--- src/rtl/parity_frame_rx.sv ---
// Serial frame receiver: start bit, DATA_BITS data bits LSB first, parity bit, stop bit.
// Sampling happens only on edges qualified by the bit_en strobe; results hold until the next frame.
//
// state  | meaning
// IDLE   | waiting for a start bit (sin=0 on a bit_en sample)
// DATA   | shifting in DATA_BITS data bits, LSB first
// PARITY | capturing the parity bit
// STOP   | sampling the stop bit and publishing the frame
module parity_frame_rx #(
  parameter int DATA_BITS  = 8,
  parameter bit ODD_PARITY = 1'b0
) (
  input  logic                 clk,
  input  logic                 rst,
  input  logic                 bit_en,
  input  logic                 sin,
  output logic [DATA_BITS-1:0] data,
  output logic                 valid,
  output logic                 parity_err,
  output logic                 frame_err,
  output logic                 busy
);

  localparam int CNT_W = $clog2(DATA_BITS + 1);
  localparam logic [CNT_W-1:0] LAST_BIT = CNT_W'(DATA_BITS - 1);

  typedef enum logic [1:0] {
    IDLE   = 2'd0,
    DATA   = 2'd1,
    PARITY = 2'd2,
    STOP   = 2'd3
  } state_t;

  state_t               state, state_nxt;
  logic [CNT_W-1:0]     bit_cnt, bit_cnt_nxt;
  logic [DATA_BITS-1:0] shreg, shreg_nxt;
  logic                 par_bit, par_bit_nxt;
  logic                 frame_done;

  always_ff @(posedge clk) begin
    if (rst) begin
      state      <= IDLE;
      bit_cnt    <= '0;
      shreg      <= '0;
      par_bit    <= 1'b0;
      data       <= '0;
      valid      <= 1'b0;
      parity_err <= 1'b0;
      frame_err  <= 1'b0;
    end else begin
      state   <= state_nxt;
      bit_cnt <= bit_cnt_nxt;
      shreg   <= shreg_nxt;
      par_bit <= par_bit_nxt;
      valid   <= frame_done;
      if (frame_done) begin
        data       <= shreg;
        parity_err <= (^shreg) ^ par_bit ^ ODD_PARITY;
        frame_err  <= ~sin;
      end
    end
  end

  always_comb begin
    state_nxt   = state;
    bit_cnt_nxt = bit_cnt;
    shreg_nxt   = shreg;
    par_bit_nxt = par_bit;
    frame_done  = 1'b0;
    if (bit_en) begin
      case (state)
        IDLE: begin
          if (!sin) begin
            state_nxt   = DATA;
            bit_cnt_nxt = '0;
          end
        end
        DATA: begin
          // Shift right with new bit entering at the MSB so the first bit ends up at bit 0.
          shreg_nxt                = shreg >> 1;
          shreg_nxt[DATA_BITS-1]   = sin;
          bit_cnt_nxt              = bit_cnt + CNT_W'(1);
          if (bit_cnt == LAST_BIT) state_nxt = PARITY;
        end
        PARITY: begin
          par_bit_nxt = sin;
          state_nxt   = STOP;
        end
        STOP: begin
          frame_done = 1'b1;
          state_nxt  = IDLE;
        end
        default: state_nxt = IDLE;
      endcase
    end
  end

  assign busy = (state != IDLE);

endmodule

--- config.mk ---
export PLATFORM = sky130hd
export DESIGN_NAME = parity_frame_rx
export DESIGN_NICKNAME = d
export VERILOG_FILES = /design/src/rtl/parity_frame_rx.sv
export SDC_FILE = /design/constraint.sdc
export NUM_CORES = 1
export LEC_CHECK = 0
export CAP_MARGIN = 20
export CORE_UTILIZATION = 50
export CTS_BUF_LIST = sky130_fd_sc_hd__clkbuf_4 sky130_fd_sc_hd__clkbuf_8
export CTS_CLUSTER_DIAMETER = 150
export CTS_CLUSTER_SIZE = 12
export DETAILED_ROUTE_END_ITERATION = 8
export DONT_BUFFER_PORTS = 1
export SLEW_MARGIN = 20
export SYNTH_ARGS = -nofsm -noshare
export SYNTH_HDL_FRONTEND = slang
export SYNTH_SLANG_ARGS = --single-unit
--- constraint.sdc ---
create_clock -name clk -period 3.3 [get_ports clk]
set_input_delay 0.495 -clock clk [delete_from_list [all_inputs] [get_ports clk]]
set_output_delay 0.495 -clock clk [all_outputs]
set_load 0.02 [all_outputs]
==> results of run 1 <==
worst register-to-register path, delay by kind of cell (launching register included):
family | cells | cell delay, ps
adders and majority gates | 1 | 440
DFF | 1 | 360
and+or+nand+nor | 2 | 320
AOI/OAI and AO/OA | 2 | 310
buffers and inverters | 1 | 90
registers in the layout, summed over array words and instances (netlist names):
register	cells
bit_cnt	4
shreg	8
data	8
state	2
parity_err	1
frame_err	1
valid	1
par_bit	1
Yosys cell counts, drive strengths merged (2+ instances only):
master	n	share of area, %
a21oi	19	8.3
o211ai	3	2.0
nor2	9	3.0
nand3b	4	2.6
xor2	4	3.1
nand2	30	9.9
ha	5	5.5
nand3	9	3.9
nor2b	2	1.1
clkbuf	7	2.3
xnor2	3	2.3
a21boi	2	2.0
inv	4	1.3
dfxtp	26	46
metal layers:
metal / part of all wire, % / routed length, µm / up-vias / global-route usage (%)
li1: - / - / 443 / -
met1: 51 / 991 / 385 / 25.62
met2: 42 / 819 / 23 / 26.58
met3: 6.4 / 124 / 3 / 6.790
met4: 0.72 / 14 / 0 / 4.286
met5: 0 / 0 / - / 0
per-stage QoR:
step	setup slack, ps	instance area (µm²)	util [%]	instances
after floorplan	1909	1142	-	136
after global placement	1806	1142	55.40	155
after detailed placement	1721	1142	55.40	155
after CTS	1559	1165	56.49	158
after global routing	1470	1165	56.49	158
final	1572	1165	56.49	158
worst min-delay path by stage:
stage                     depth (start not counted)                     to  slack, ps            startpoint
final                                             1  shreg[7]$_SDFFE_PP0P_        230                   rst
after global routing                              1   data[3]$_SDFFE_PP0P_        200                   rst
after CTS                                         1   data[6]$_SDFFE_PP0P_        210                   rst
after detailed placement                          2   par_bit$_SDFFE_PP0P_        460  par_bit$_SDFFE_PP0P_
after global placement                            2   par_bit$_SDFFE_PP0P_        450  par_bit$_SDFFE_PP0P_
after floorplan                                   2   par_bit$_SDFFE_PP0P_        450  par_bit$_SDFFE_PP0P_
kinds of logic after synthesis:
family                     after synthesis  synth area share (%)
DFF                                     26                 45.56
muxes                                    1                0.8763
xor gates and xnor gates                 8                 7.338
and+or+nand+nor                         56                 21.58
AOI/OAI and AO/OA                       28                 14.90
adders and majority gates                5                 5.476
buffers and inverters                   12                 4.272
final cells by class:
| type | instances | area (µm²) | area share (%) |
|---|---|---|---|
| Clock buffer | 3 | 22.52 | 1.933 |
| Inverter | 4 | 15.01 | 1.289 |
| Multi-Input combinational cell | 98 | 573.1 | 49.19 |
| Sequential cell | 26 | 520.5 | 44.68 |
| Tap cell | 27 | 33.78 | 2.900 |
power breakdown:
part | switching [mW] | internal (mW)
Clock | 0.0840 | 0.0427
Sequential | 0.00401 | 0.318
Combinational | 0.0264 | 0.0160
==> reports/results.tsv, run 1 <==
metric	value	unit
gr usage total	18.36	%
Critical R2R Capture	bit_cnt[1]$_SDFFE_PP0P_	
Vias	854	
total power	0.4909	mW
core area	2062	µm²
critical path's slowest cell	dfxtp_1	
num rows	16	
clk_lat worst skew	310	ps
area delta synth->final	1.972	%
post-synthesis register bit count	26	
Hold Fails Final Rpt	0	
CP Launch Type	register	
Max stage delay on crit path	400	ps
crit path capture type	primary output	
drt first pass iters	4	
io pins	16	
syn_nets	145	
die area	2480	µm²
Final HPWL DP	1379	µm
cells along the critical path	inv_1, ha_1, inv_1	
final setup fails	0	
commonest non-fill, non-tap cell in the layout	nand2_1	
worst reg2reg path depth	6	
syn_area_per_cell	8.400	µm²
CTS tree	built	
largest net degree at the start of global routing	26	
maximum clock frequency	578.8	MHz
CP required	2800	ps
H-tree depth	1	
Final Max Slew Viols	0	
CP endpoint	busy	
ratio of cells with drive above 1 in the final layout	4.580	%
RSZ-0062 raised after global routing	no	
Crit path top cell by count	inv_1	
Final #Nets	142	
commonest non-fill, non-tap cells in the layout	nand2_1, dfxtp_1, a21oi_1	
relative slew slack	69.56	%
Total Neg Setup Slack	0	ps
# Max-Cap Violations	0	
top cell family by delay on the critical path	flip-flops	
leakage power	0.4136	nW
number of cells on the critical path	3	
ANT cells	0	
Filler cells	202	
clock-pin slew on the worst setup and hold paths	120	ps
maximum vdd drop	0.3502	mV
pwr/cell area	421.4	nW/µm²
netlist area before placement	1142	µm²
vias in the first global route	775	
Ys Warns	0	
# DRC	0	
Setup CP Type	register to primary output	
worst slew pin tran	456.6	ps
register area share after synthesis	45.56	%
Final Hold Slack	228.3	ps
CP startpoint	state[0]$_SDFFE_PP0P_	
global-route wire length before repair	3415	µm
crit path max fanout	5	
worst min path class	input pin to register	
reg2reg start	state[1]$_SDFFE_PP0P_	
drt initial violations	20	
initial antenna violation count	0	
CTS Buf Count	3	
CTS Sinks	26	
Layout Skew	5.780	ps
clock tree buffer depth	2	
commonest register cell after synthesis	dfxtp_1	
Die X	49.80	µm
final RePlAce weighted congestion	0.8165	
count of different cell masters after synthesis	23	
Async SR Flop Fraction	0	%
outcome	finished, final reports clean	
Hold-fix buffers, CTS	0	
Worst EP arrival	1230	ps
post-cts sizing count	0	
# port buffers	0	
Reg2Reg Setup Slack	1680	ps
Die Ht	49.80	µm
Routed Antenna Nets	0	
Post-Synthesis Cells	136	
starting density of the core	55.40	%
setup repair bufs after CTS	0	
EDFF count, synth	0	
Buffers & Inverters on Critical Path	2	
Final Cycle Share	52.36	%
WL final	1949	µm
Via density	5.405	
CTS Root Cell	clkbuf_4	
GR Overflow Total	0	
post-layout minimum cycle time	1728	ps
DR WL/cell	12.34	µm
Note: power is estimated with default switching activity, not from simulation.
==> run 2, diff against run 1 <==
Settings changed: ABC_AREA set to 1, PLACE_DENSITY set to 0.68.
Clock period 3.3 ns to 1.46 ns, I/O delays scaled along.
==> run 2 against run 1 <==
- synthesized area is 0.77% higher
- final cell count rose by 19%
- combinational power rose to 6.4 times the previous value
- worst hold slack got worse by 170 ps
- critical endpoint is now bit_cnt[3]$_SDFFE_PP0P_
- largest power group unchanged
- highest routed layer unchanged
==> reports/results.tsv, run 2 <==
metric	value	unit	change
maximum vdd drop	0.6771	mV	was 0.3502 mV
CP startpoint	state[0]$_SDFFE_PP0P_		unchanged
simple-gate area share of the yosys netlist	19.24	%	was 21.58%
io pins	16		unchanged
post-synth top area cell	dfxtp_1		unchanged
CP required	1680	ps	was 2800 ps
worst min path class	input pin to register		unchanged
drt initial violations	16		was 20
adder-cell area share of the yosys netlist	5.435	%	was 5.476%
Sw Ratio	29.31	%	was 23.31%
Async SR Flop Fraction	0	%	unchanged
top post-synthesis cells by area	dfxtp_1, nand2_1, o21ai_0		was dfxtp_1, nand2_1, a21oi_1
Final HPWL DP	1506	µm	was 1379 µm
maximum clock frequency	728.3	MHz	
Compound-Gate Fraction of Synth Area	21.41	%	was 14.90%
final RePlAce weighted congestion	0.7282		was 0.8165
Reg2Reg Setup Slack	90	ps	was 1680 ps
# port buffers	0		unchanged
final setup fails	0		unchanged
outcome	finished, final reports clean		unchanged
worst reg2reg path depth	6		unchanged
CTS tree	built		unchanged
clock-pin slew on the worst setup and hold paths	130	ps	was 120 ps
starting density of the core	52.54	%	was 55.40%
total power	1.418	mW	was 0.4909 mW
crit path capture type	register		was primary output
post-route cell area	1287	µm²	was 1165 µm²
post-synthesis mux area share	0	%	was 0.8762%
share of power burned in registers	55.6	%	was 65.6%
ratio of cells with drive above 1 in the final layout	13.75	%	was 4.580%
Post-Synthesis Cells	153		was 136
Routed Antenna Nets	0		unchanged
post-layout minimum cycle time	1373	ps	
RSZ-0062 raised after global routing	yes		was no
GR Overflow Total	0		unchanged
CTS Sinks	26		unchanged
Die X	49.98	µm	was 49.80 µm
register area share after synthesis	45.22	%	was 45.56%
syn_area_per_cell	7.524	µm²	was 8.400 µm²
NetSw	0.4155	mW	was 0.1144 mW
Die Ht	49.98	µm	was 49.80 µm
CTS Buf Count	3		unchanged
die area	2498	µm²	was 2480 µm²
post-synthesis register bit count	26		unchanged
P_int	1.002	mW	was 0.3765 mW
commonest non-fill, non-tap cells in the layout	nand2_1, dfxtp_1, o21ai_0		was nand2_1, dfxtp_1, a21oi_1
leakage power	0.5412	nW	was 0.4136 nW
Critical R2R Capture	bit_cnt[3]$_SDFFE_PP0P_		was bit_cnt[1]$_SDFFE_PP0P_
largest net degree at the start of global routing	22		was 26
Setup CP Type	register to register		was register to primary output
num rows	17		was 16
drt first pass iters	4		unchanged
share of Yosys cell area claimed by the top area cell type	45.22	%	was 45.56%
most common cell in the netlist	nand2_1		unchanged
syn_nets	162		was 145
Clock power frac	25.4	%	was 25.8%
CP Launch Type	register		unchanged
CP endpoint	bit_cnt[3]$_SDFFE_PP0P_		was busy
Inst Count DP	181		was 155
Worst EP arrival	1590	ps	was 1230 ps
initial antenna violation count	0		unchanged
reg2reg start	state[0]$_SDFFE_PP0P_		was state[1]$_SDFFE_PP0P_
Synth top cells by count	nand2_1, dfxtp_1, o21ai_0		was nand2_1, dfxtp_1, a21oi_1
commonest non-fill, non-tap cell in the layout	nand2_1		unchanged
relative slew slack	65.27	%	was 69.56%
core area	2191	µm²	was 2062 µm²
XOR/XNOR Fraction of Synth Area	0.7609	%	was 7.338%
vias in the first global route	919		was 775
worst slew pin tran	520.3	ps	was 456.6 ps
CTS Root Cell	clkbuf_4		unchanged
commonest register cell after synthesis	dfxtp_1		unchanged
gr usage total	19.11	%	was 18.36%
count of different cell masters after synthesis	19		was 23
# Max-Cap Violations	0		unchanged
area delta synth->final	11.85	%	was 1.972%
EDFF count, synth	0		unchanged
clk_lat worst skew	320	ps	was 310 ps
netlist area before placement	1151	µm²	was 1142 µm²
H-tree depth	1		unchanged
Layout Skew	3.910	ps	was 5.780 ps
Final Cycle Share	94.04	%	
global-route wire length before repair	3657	µm	was 3415 µm
crit path max fanout	7		was 5
Vias	947		was 854
largest family of logic cells by synthesized area	compound AO/OA/AOI/OAI gates		was simple AND/OR/NAND/NOR gates
pwr/cell area	1101	nW/µm²	was 421.4 nW/µm²
Via density	5.037		was 5.405
clock tree buffer depth	2		unchanged
final non-filler cell total	188		was 158
combinational share of power	19.0	%	was 8.6%
ANT cells	0		unchanged
WL final	2214	µm	was 1949 µm
Total Neg Setup Slack	0	ps	unchanged
Ys Warns	0		unchanged
Hold Fails Final Rpt	0		unchanged
Final Max Slew Viols	0		unchanged
Final #Nets	170		was 142
DR WL/cell	11.78	µm	was 12.34 µm
DP Area	1196	µm²	was 1142 µm²
largest registers	data x8, shreg x8, bit_cnt x4		unchanged
# DRC	0		unchanged
-- run 2: cell count changes in the layout (fill, tap and decap cells not counted), sizes merged, moves of 4 or more --
cell    delta
nand3b     -4
inv       +15
buf        +5
nor2       +4
o21ai     +23
-- run 2: final cells by class --
cell class | count | area, µm²
clock buffers | 4 | 36.28
fillers | 216 | 903.4
multi-input cells | 104 | 564.3
well taps | 28 | 35.03
flip-flops and latches | 26 | 523.0
inverters | 19 | 71.32
repair buffers | 7 | 57.56
-- run 2: per-layer routing --
layer  up-vias  track usage, %  routed length, µm
met5         -               0                  0
met4         0           9.048                 16
met3         2           5.247                105
met2        20           30.67               1011
met1       417           23.30               1081
li1        508               -                  -
-- run 2: repair_timing --
action                     4_1_cts  5_1_grt
resized for setup                2        8
hold buffers                     2        0
hold endpoints to repair         5        0
buffers inserted                 0        1
setup endpoints to repair        3        5
cloned                           0        0
pin swaps                        0        1
-- run 2: through the flow --
step	setup WS, ps	util [%]	hold slack, ps
finish	86.99	58.77	60.16
global route	-0.9898	58.77	52.22
CTS	41.27	57.28	48.26
detailed placement	7.087	54.60	291.9
global placement	92.64	54.60	291.1
floorplan	129.9	-	288.1
-- run 2: power groups by stage --
stage / logic [mW] / clock network (mW) / registers, mW
floorplan: 0.195 / 0 / 0.795
global placement: 0.230 / 0 / 0.799
detailed placement: 0.240 / 0 / 0.802
CTS: 0.250 / 0.374 / 0.786
global route: 0.308 / 0.390 / 0.794
finish: 0.270 / 0.360 / 0.788
-- run 2: how the worst min path moves through the flow --
| stage | startpoint | to | slack, ps | cells past startpoint |
|---|---|---|---|---|
| detailed placement | rst | bit_cnt[1]$_SDFFE_PP0P_ | 290 | 1 |
| global route | bit_en | par_bit$_SDFFE_PP0P_ | 50 | 2 |
| finish | bit_en | par_bit$_SDFFE_PP0P_ | 60 | 2 |
| floorplan | rst | bit_cnt[1]$_SDFFE_PP0P_ | 290 | 1 |
| global placement | rst | bit_cnt[1]$_SDFFE_PP0P_ | 290 | 1 |
| CTS | bit_en | par_bit$_SDFFE_PP0P_ | 50 | 2 |
-- run 2: critical path, cell delays in order (launching register included) --
cell and delay [ps]:
dfxtp_2 370, inv_1 70, ha_2 240, a21boi_4 220
o21ai_4 130, o21ai_2 180, nor3_2 60
-- run 2: cells by family after synthesis --
logic type,after synthesis
AOI/OAI and AO/OA,44
buffers and inverters,23
DFF,26
adders and majority gates,5
and+or+nand+nor,54
xor gates and xnor gates,1
